**src/rtl/icache.sv**
```systemverilog
// Direct-mapped, read-only instruction cache with one 32-bit word per frame.
// Hits are combinational; a miss runs a single-state fetch to the memory
// controller, fills the frame and bypasses the returned word to the datapath.
module icache #(
    parameter int unsigned SETS = 16
) (
    input  logic        CLK,
    input  logic        nRST,
    input  logic        imemREN,
    input  logic [31:0] imemaddr,
    output logic        ihit,
    output logic [31:0] imemload,
    output logic        iREN,
    output logic [31:0] iaddr,
    input  logic        iwait,
    input  logic [31:0] iload
);

    localparam int unsigned IW = $clog2(SETS);
    localparam int unsigned TW = 30 - IW;

    typedef enum logic [0:0] {
        StIdle,
        StFetch
    } state_e;

    state_e state_q, state_d;

    // Frame storage: valid bits are reset; tag and data are not
    logic [SETS-1:0] valid_q, valid_d;
    logic [TW-1:0]   tag_q  [SETS];
    logic [TW-1:0]   tag_d  [SETS];
    logic [31:0]     data_q [SETS];
    logic [31:0]     data_d [SETS];

    logic [IW-1:0] idx;
    logic [TW-1:0] tag;
    logic          hit_raw;
    logic          fill;

    // Byte-offset bits never participate in a word-aligned fetch
    logic unused_addr_bits;
    assign unused_addr_bits = ^imemaddr[1:0];

    assign idx     = imemaddr[IW+1:2];
    assign tag     = imemaddr[31:IW+2];
    assign hit_raw = valid_q[idx] && (tag_q[idx] == tag);
    assign iaddr   = {imemaddr[31:2], 2'b00};

    // Fetch FSM next state and all datapath/memory-side outputs
    always_comb begin
        state_d  = state_q;
        ihit     = 1'b0;
        iREN     = 1'b0;
        imemload = data_q[idx];
        fill     = 1'b0;
        case (state_q)
            StIdle: begin
                if (imemREN && hit_raw) begin
                    ihit = 1'b1;
                end else if (imemREN) begin
                    state_d = StFetch;
                end
            end
            StFetch: begin
                iREN = 1'b1;
                if (!imemREN) begin
                    // Datapath withdrew the request: abandon without filling
                    state_d = StIdle;
                end else if (!iwait) begin
                    fill     = 1'b1;
                    ihit     = 1'b1;
                    imemload = iload;
                    state_d  = StIdle;
                end
            end
            default: state_d = StIdle;
        endcase
        // During reset the outputs look like IDLE with every frame invalid
        if (!nRST) begin
            ihit    = 1'b0;
            iREN    = 1'b0;
            fill    = 1'b0;
            state_d = StIdle;
        end
    end

    // Frame next state: a fill overwrites the indexed frame unconditionally
    always_comb begin
        valid_d = valid_q;
        tag_d   = tag_q;
        data_d  = data_q;
        if (fill) begin
            valid_d[idx] = 1'b1;
            tag_d[idx]   = tag;
            data_d[idx]  = iload;
        end
    end

    // State and valid bits with synchronous active-low reset
    always_ff @(posedge CLK) begin
        if (!nRST) begin
            state_q <= StIdle;
            valid_q <= '0;
        end else begin
            state_q <= state_d;
            valid_q <= valid_d;
        end
    end

    // Tag and data arrays carry no reset; valid gates their use
    always_ff @(posedge CLK) begin
        tag_q  <= tag_d;
        data_q <= data_d;
    end

endmodule
```
**config.mk**
```make
export PLATFORM = sky130hd
export DESIGN_NAME = icache
export DESIGN_NICKNAME = d
export VERILOG_FILES = /design/src/rtl/icache.sv
export SDC_FILE = /design/constraint.sdc
export NUM_CORES = 1
export LEC_CHECK = 0
export ABC_AREA = 1
export CAP_MARGIN = 10
export CORE_ASPECT_RATIO = 1.2
export CORE_MARGIN = 5
export CORE_UTILIZATION = 55
export DETAILED_ROUTE_END_ITERATION = 7
export MAX_ROUTING_LAYER = met4
export PLACE_DENSITY = 0.78
export SLEW_MARGIN = 20
export SYNTH_ARGS = -nofsm -noshare
export SYNTH_HDL_FRONTEND = slang
export SYNTH_SLANG_ARGS = --single-unit
```
**constraint.sdc**
```tcl
create_clock -name CLK -period 5.2 [get_ports CLK]
set_clock_uncertainty 0.1 [all_clocks]
set_input_delay 1.56 -clock CLK [delete_from_list [all_inputs] [get_ports CLK]]
set_output_delay 1.56 -clock CLK [all_outputs]
set_load 0.005 [all_outputs]
```
==> results of run 1 <==
[final cells by class]
type                       count  area (sq um)  area share (%)
clock buffer                  99          2253           4.988
tap                          901          1127           2.495
multi-input combinational   1709          8439           18.68
clock inverter                58         661.9           1.465
sequential                   945         28210           62.44
timing repair buffer         381          4354           9.638
inverter                      30         132.6          0.2936
[metrics by stage]
stage                     instances  TNS, ns  utilization (%)  cell area, sq um  setup slack [ns]
after detailed placement       3919   -14.01            60.92             40910           -0.7562
after global routing           4123  -0.7857            67.28             45180           -0.1900
after CTS                      4109  -0.3952            66.71             44790           -0.1829
after global placement         3919   -12.76            60.92             40910           -0.6811
after floorplan                2867  -155.30                -             37250           -0.4427
final                          4123  -0.2637            67.28             45180          -0.07546
[kinds of logic after synthesis]
kind of cell / share of synthesized area (%)
and+or+nand+nor: 13.06
AOI/OAI and AO/OA: 7.976
buffers and inverters: 3.183
DFF: 75.77
other: 0.01007
[per-layer routing]
layer	GRT usage [%]	vias up	part of all wire (%)
met5	-	-	0
met4	12.43	0	4.4
met3	4.756	349	11
met2	46.24	1836	50
met1	35.78	12230	35
li1	-	10840	-
[path summary, 6_finish.rpt]
kind / end / start / slack, ns / cells past startpoint
max: imemload[4] / imemaddr[2] / -0.08 / 14
min: valid_q[6]$_SDFFE_PN0P_ / valid_q[6]$_SDFFE_PN0P_ / 0.38 / 2
max reg2reg: data_q[378]$_DFFE_PP_ / state_q$_SDFF_PN0_ / 2.43 / 8
min reg2reg: valid_q[6]$_SDFFE_PN0P_ / valid_q[6]$_SDFFE_PN0P_ / 0.38 / 2
[placed cells by master (no fill, tap or decap), types with 32 or more instances in the layout]
master and instances:
clkdlybuf4s50_1 92, edfxtp_1 928, a21oi_1 104, buf_12 58, clkbuf_16 88, nand2_1 1039
nand3_1 41, a22oi_2 32, buf_4 165, nor2_1 112, a22oi_1 224
[sequential cells by signal (all words and copies together), names as in the netlist]
name     flops
tag_q      416
valid_q     16
data_q     512
state_q      1
[power groups by stage]
stage,clock network (mW),registers (mW),logic [mW]
detailed placement,0,8.53,1.02
global placement,0,8.53,0.989
floorplan,0,8.53,0.481
finish,6.60,8.37,1.17
CTS,6.62,8.37,1.12
global route,6.95,8.36,1.24
[what timing repair did]
action	in CTS	in global routing
setup endpoints to repair	33	20
setup buffers	17	15
pin swaps	32	45
cloned	16	0
gates resized for setup	133	85
[Yosys cell counts (all sizes together)]
master	instances
nand4	4
a211oi	4
edfxtp	928
nand3	44
o32a	7
or2	1
nor2	141
nor3	27
inv	27
a21oi	136
o22ai	2
nand2	1045
o21bai	11
a22oi	256
conb	1
o21ai	21
a221oi	2
buf	138
o211ai	1
a41oi	3
clkinv	3
o31ai	2
clkbuf	45
dfxtp	17
[worst register-to-register path: stages (launching register included)]
cell	delay, ns
dfxtp_1	0.35
nand2_1	0.10
nor2_4	0.21
clkinv_1	0.18
nor2_1	0.17
buf_4	0.14
nand2_1	0.22
nor2_4	0.62
buf_12	0.32
==> impl_metrics.json, run 1 <==
{
  "outcome": "finished, violations left",
  "failed_checks": "setup timing",
  "clockPowerShare_pct": 40.9,
  "fill_cells": 4313,
  "sequentialPowerShare_pct": 51.9,
  "worstPathArrival_ns": 3.62,
  "synthesis.area_sq_um": 37230,
  "leakagePower_nw": 16.46,
  "slew_violations": 0,
  "p_sw_mw": 3.479,
  "grt_use_total_pct": 28.45,
  "crit_buf_inv": 9,
  "drtAntennaViolNets": 0,
  "path_max_fanout": 13,
  "grt_pass1_vias": 25610,
  "drc": 0,
  "rsz0062_at_grt": "yes",
  "crit_path_frequent_cell": "buf_12",
  "first_iter_violations": 3783,
  "root_buffer": "clkbuf_16",
  "crit_path_start_kind": "input port",
  "syn_inst": 2866,
  "cp.required_ns": 3.54,
  "slew_headroom_pct": 45.64,
  "power_mw": 16.13,
  "synth_top_area_share_pct": 74.86,
  "start_util_pct": 55.44,
  "cts_hold_buf": 0,
  "htreeDepth": 3,
  "numPortBuffers": 129,
  "cts_tree": "done",
  "yosys_warnings": 0,
  "num-nets-final": 3221,
  "hp-class": "flip-flop to flip-flop",
  "ys_ff_latch": 945,
  "crit_path_end_kind": "primary output",
  "setup_viol": 7,
  "worst_slack_ns": -0.07546,
  "syn-mean-instance-area_sq_um": 12.99,
  "yosysUniqueCellTypes": 32,
  "netlist_top_cells_area": "edfxtp_1 75%, nand2_1 11%, a22oi_1 5.2%",
  "area_growth_syn_to_layout_pct": 21.36,
  "io_pins": 134,
  "critPathTopFamily": "buffers and inverters",
  "place_hpwl_um": 51970,
  "grt_pass1_wl_um": 151800,
  "cts_max_path_buffers": 3,
  "power.internal_mw": 12.65,
  "worstMarginPinSlew_ns": 0.8154,
  "wire_per_inst_um": 24.96,
  "clk_pin_slew_ns": 0.06,
  "overflow": 0,
  "n_antenna_cell": 0,
  "grt_start_max_net_pins": 60,
  "core_sq_um": 67140,
  "yosysSeqAreaShare_pct": 75.77,
  "clock.fmax_mhz": 189.6,
  "period_share_pct": 101.5,
  "place.gp.congestion": 0.8371,
  "path_cells": "buf_12 > buf_12 > buf_8 > nor2_4 > buf_12 > buf_4 > buf_4 > buf_12 > a22oi_2 > a21oi_2 > a211oi_2 > a21oi_1 > buf_4 > dlygate4sd2_1",
  "die_h_um": 295.0,
  "path_class": "input port to primary output",
  "clk_latency_ns": 0.64,
  "hold_viol": 0,
  "totalWireLength_um": 102900,
  "vdd.ir_drop.worst_mv": 0.3249,
  "grt_antenna_before_repair": 0,
  "slowest_stage": "dlygate4sd2_1",
  "final.hold.worst_slack_ns": 0.3809,
  "die_w_um": 247.5,
  "power_density_nw_per_um2": 357.0,
  "max_stage_delay_ns": 0.27,
  "min_period_ns": 5.275,
  "row_count": 104,
  "comb_power_share_pct": 7.2,
  "numClockSinks": 945,
  "synth_top_cell_by_area": "edfxtp_1",
  "firstDrtPassIters": 6,
  "maxCapViolCount": 0,
  "dieArea_sq_um": 73010,
  "swShare_pct": 21.57,
  "cts_buffers": 86,
  "drive_gt1_share_pct": 16.26,
  "vias": 25250,
  "drt-vias-per-instance": 6.124
}
(Power assumes the default switching activity.)
==> inputs of run 2 (changes only) <==
HOLD_SLACK_MARGIN = 0.02   (was not set)
clock period = 4.55 ns   (was 5.2 ns; I/O delays follow)
==> impl_metrics.json, run 2 (synthesis results as in run 1) <==
{
  "outcome": "finished, violations left",
  "failed_checks": "DRC, setup timing",
  "totalWireLength_um": 113200,
  "cts_buffers": 88,
  "grt_use_total_pct": 29.86,
  "clk_latency_ns": 0.66,
  "first_iter_violations": 4131,
  "crit_path_frequent_cell": "nand2_1",
  "n_antenna_cell": 0,
  "period_share_pct": 109.2,
  "grt_pass1_vias": 26190,
  "setup_viol": 27,
  "r2r_start": "state_q$_SDFF_PN0_",
  "stdcell_count": 4200,
  "cts_max_path_buffers": 3,
  "fill_cells": 4016,
  "final_common_cell": "nand2_1",
  "clk_pin_slew_ns": 0.06,
  "slew_violations": 0,
  "crit_buf_inv": 5,
  "area_growth_syn_to_layout_pct": 25.52,
  "overflow": 0,
  "clockPowerShare_pct": 39.2,
  "core_sq_um": 67140,
  "hold_path.startpoint": "valid_q[8]$_SDFFE_PN0P_",
  "p_sw_mw": 4.124,
  "largest_register": "data_q",
  "vdd.ir_drop.worst_mv": 0.3055,
  "worstPathArrival_ns": 3.50,
  "post-route-util_pct": 69.59,
  "final.hold.worst_slack_ns": 0.3981,
  "power_mw": 18.21,
  "drive_gt1_share_pct": 23.22,
  "drc": 49,
  "cts_tree": "done",
  "crit_start": "imemaddr[2]",
  "io_pins": 134,
  "die_h_um": 295.0,
  "dp_slack_ns": -0.9742,
  "hp-class": "flip-flop to flip-flop",
  "leakagePower_nw": 17.04,
  "comb_power_share_pct": 8.3,
  "numClockSinks": 945,
  "numPortBuffers": 129,
  "power.internal_mw": 14.09,
  "drtAntennaViolNets": 0,
  "wire_per_inst_um": 26.94,
  "setup_tns_ns": -3.135,
  "crit_path_end_kind": "primary output",
  "fin_area_sq_um": 46720,
  "die_w_um": 247.5,
  "firstDrtPassIters": 8,
  "place.gp.congestion": 0.8577,
  "dp_cells": 3932,
  "worstMarginPinSlew_ns": 0.6552,
  "placement.cell_area_sq_um": 41020,
  "slowest_stage": "o21ai_0",
  "swShare_pct": 22.65,
  "htreeDepth": 3,
  "power_density_nw_per_um2": 389.7,
  "largest_register_ff_count": 512,
  "start_util_pct": 55.44,
  "clock.fmax_mhz": 201.2,
  "path_max_fanout": 17,
  "min_period_ns": 4.969,
  "cts_hold_buf": 0,
  "grt_start_max_net_pins": 53,
  "maxCapViolCount": 0,
  "dieArea_sq_um": 73010,
  "num-nets-final": 3295,
  "crit_path_start_kind": "input port",
  "worst_slack_ns": -0.4194,
  "grt_pass1_wl_um": 158600,
  "path_class": "input port to primary output",
  "max_stage_delay_ns": 0.25,
  "cp.required_ns": 3.08,
  "path_cells": "buf_16 > buf_12 > buf_4 > nor2_1 > o21ai_0 > o211ai_1 > nand2_1 > nand2_1 > inv_1 > nand2_1 > nor2_2 > nand3_2 > nor2_2 > nand3_1 > nand2_2 > buf_6",
  "critPathTopFamily": "simple AND/OR/NAND/NOR gates",
  "sequentialPowerShare_pct": 52.5,
  "root_buffer": "clkbuf_16",
  "vias": 26640,
  "reg.largest.list": "data_q: 512 flops, tag_q: 416 flops, valid_q: 16 flops",
  "place_hpwl_um": 53640,
  "slew_headroom_pct": 56.32,
  "hold_viol": 0,
  "row_count": 104,
  "grt_antenna_before_repair": 0,
  "final_cell_mix": "981 x nand2_1, 928 x edfxtp_1, 188 x buf_4",
  "drt-vias-per-instance": 6.344,
  "rsz0062_at_grt": "yes"
}
run 2: cell count changes in the layout (fill, tap and decap cells not counted), moves of 12 or more:
cell     previous run  this run
a22oi_1           224       172
buf_2               1        13
nand2_1          1039       981
a21oi_2            31        49
a22oi_2            32        84
buf_6              11        28
nand2_2             5        52
buf_4             165       188
a21oi_1           104        86
run 2: path summary, 6_finish.rpt:
path / end / slack [ns] / cells past startpoint
max reg2reg: data_q[398]$_DFFE_PP_ / 1.79 / 11
min: valid_q[8]$_SDFFE_PN0P_ / 0.40 / 2
max: ihit / -0.42 / 16
min reg2reg: valid_q[8]$_SDFFE_PN0P_ / 0.40 / 2
run 2: final cells by class:
type                       count  area, sq um  share of cell area (%)
multi-input combinational   1709         9084                   19.44
sequential                   945        28210                   60.37
tap                          901         1127                   2.413
clock inverter                49        362.8                  0.7766
inverter                      30        150.1                  0.3213
clock buffer                 113         2389                   5.112
timing repair buffer         452         5399                   11.55
timing repair inverter         1        6.256                 0.01339
run 2: what timing repair did:
item | in CTS | in global routing
pin swaps | 79 | 165
cloned | 26 | 9
setup endpoints to repair | 33 | 33
resized for setup | 270 | 240
setup buffers | 59 | 19
run 2: per-layer routing:
metal  vias to the layer above  track usage [%]  wire length (um)
met5                         -                -                 0
li1                      11010                -                 -
met3                       557            5.172             13920
met4                         0            13.67              6947
met2                      2361            48.47             55270
met1                     12720            37.18             37020
run 2: power by group through the flow:
stage               clock [mW]  combinational [mW]  sequential, mW
floorplan                    0               0.550            9.75
finish                    7.14                1.51            9.56
global placement             0                1.13            9.75
global route              7.53                1.59            9.56
detailed placement           0                1.16            9.75
CTS                       7.05                1.36            9.56
run 2: worst reg2reg max path, delay by kind of cell (launching register included):
kind	cells	cell delay, ns
buffers and inverters	6	1.25
flip-flops	1	0.37
AND/OR/NAND/NOR	5	0.67
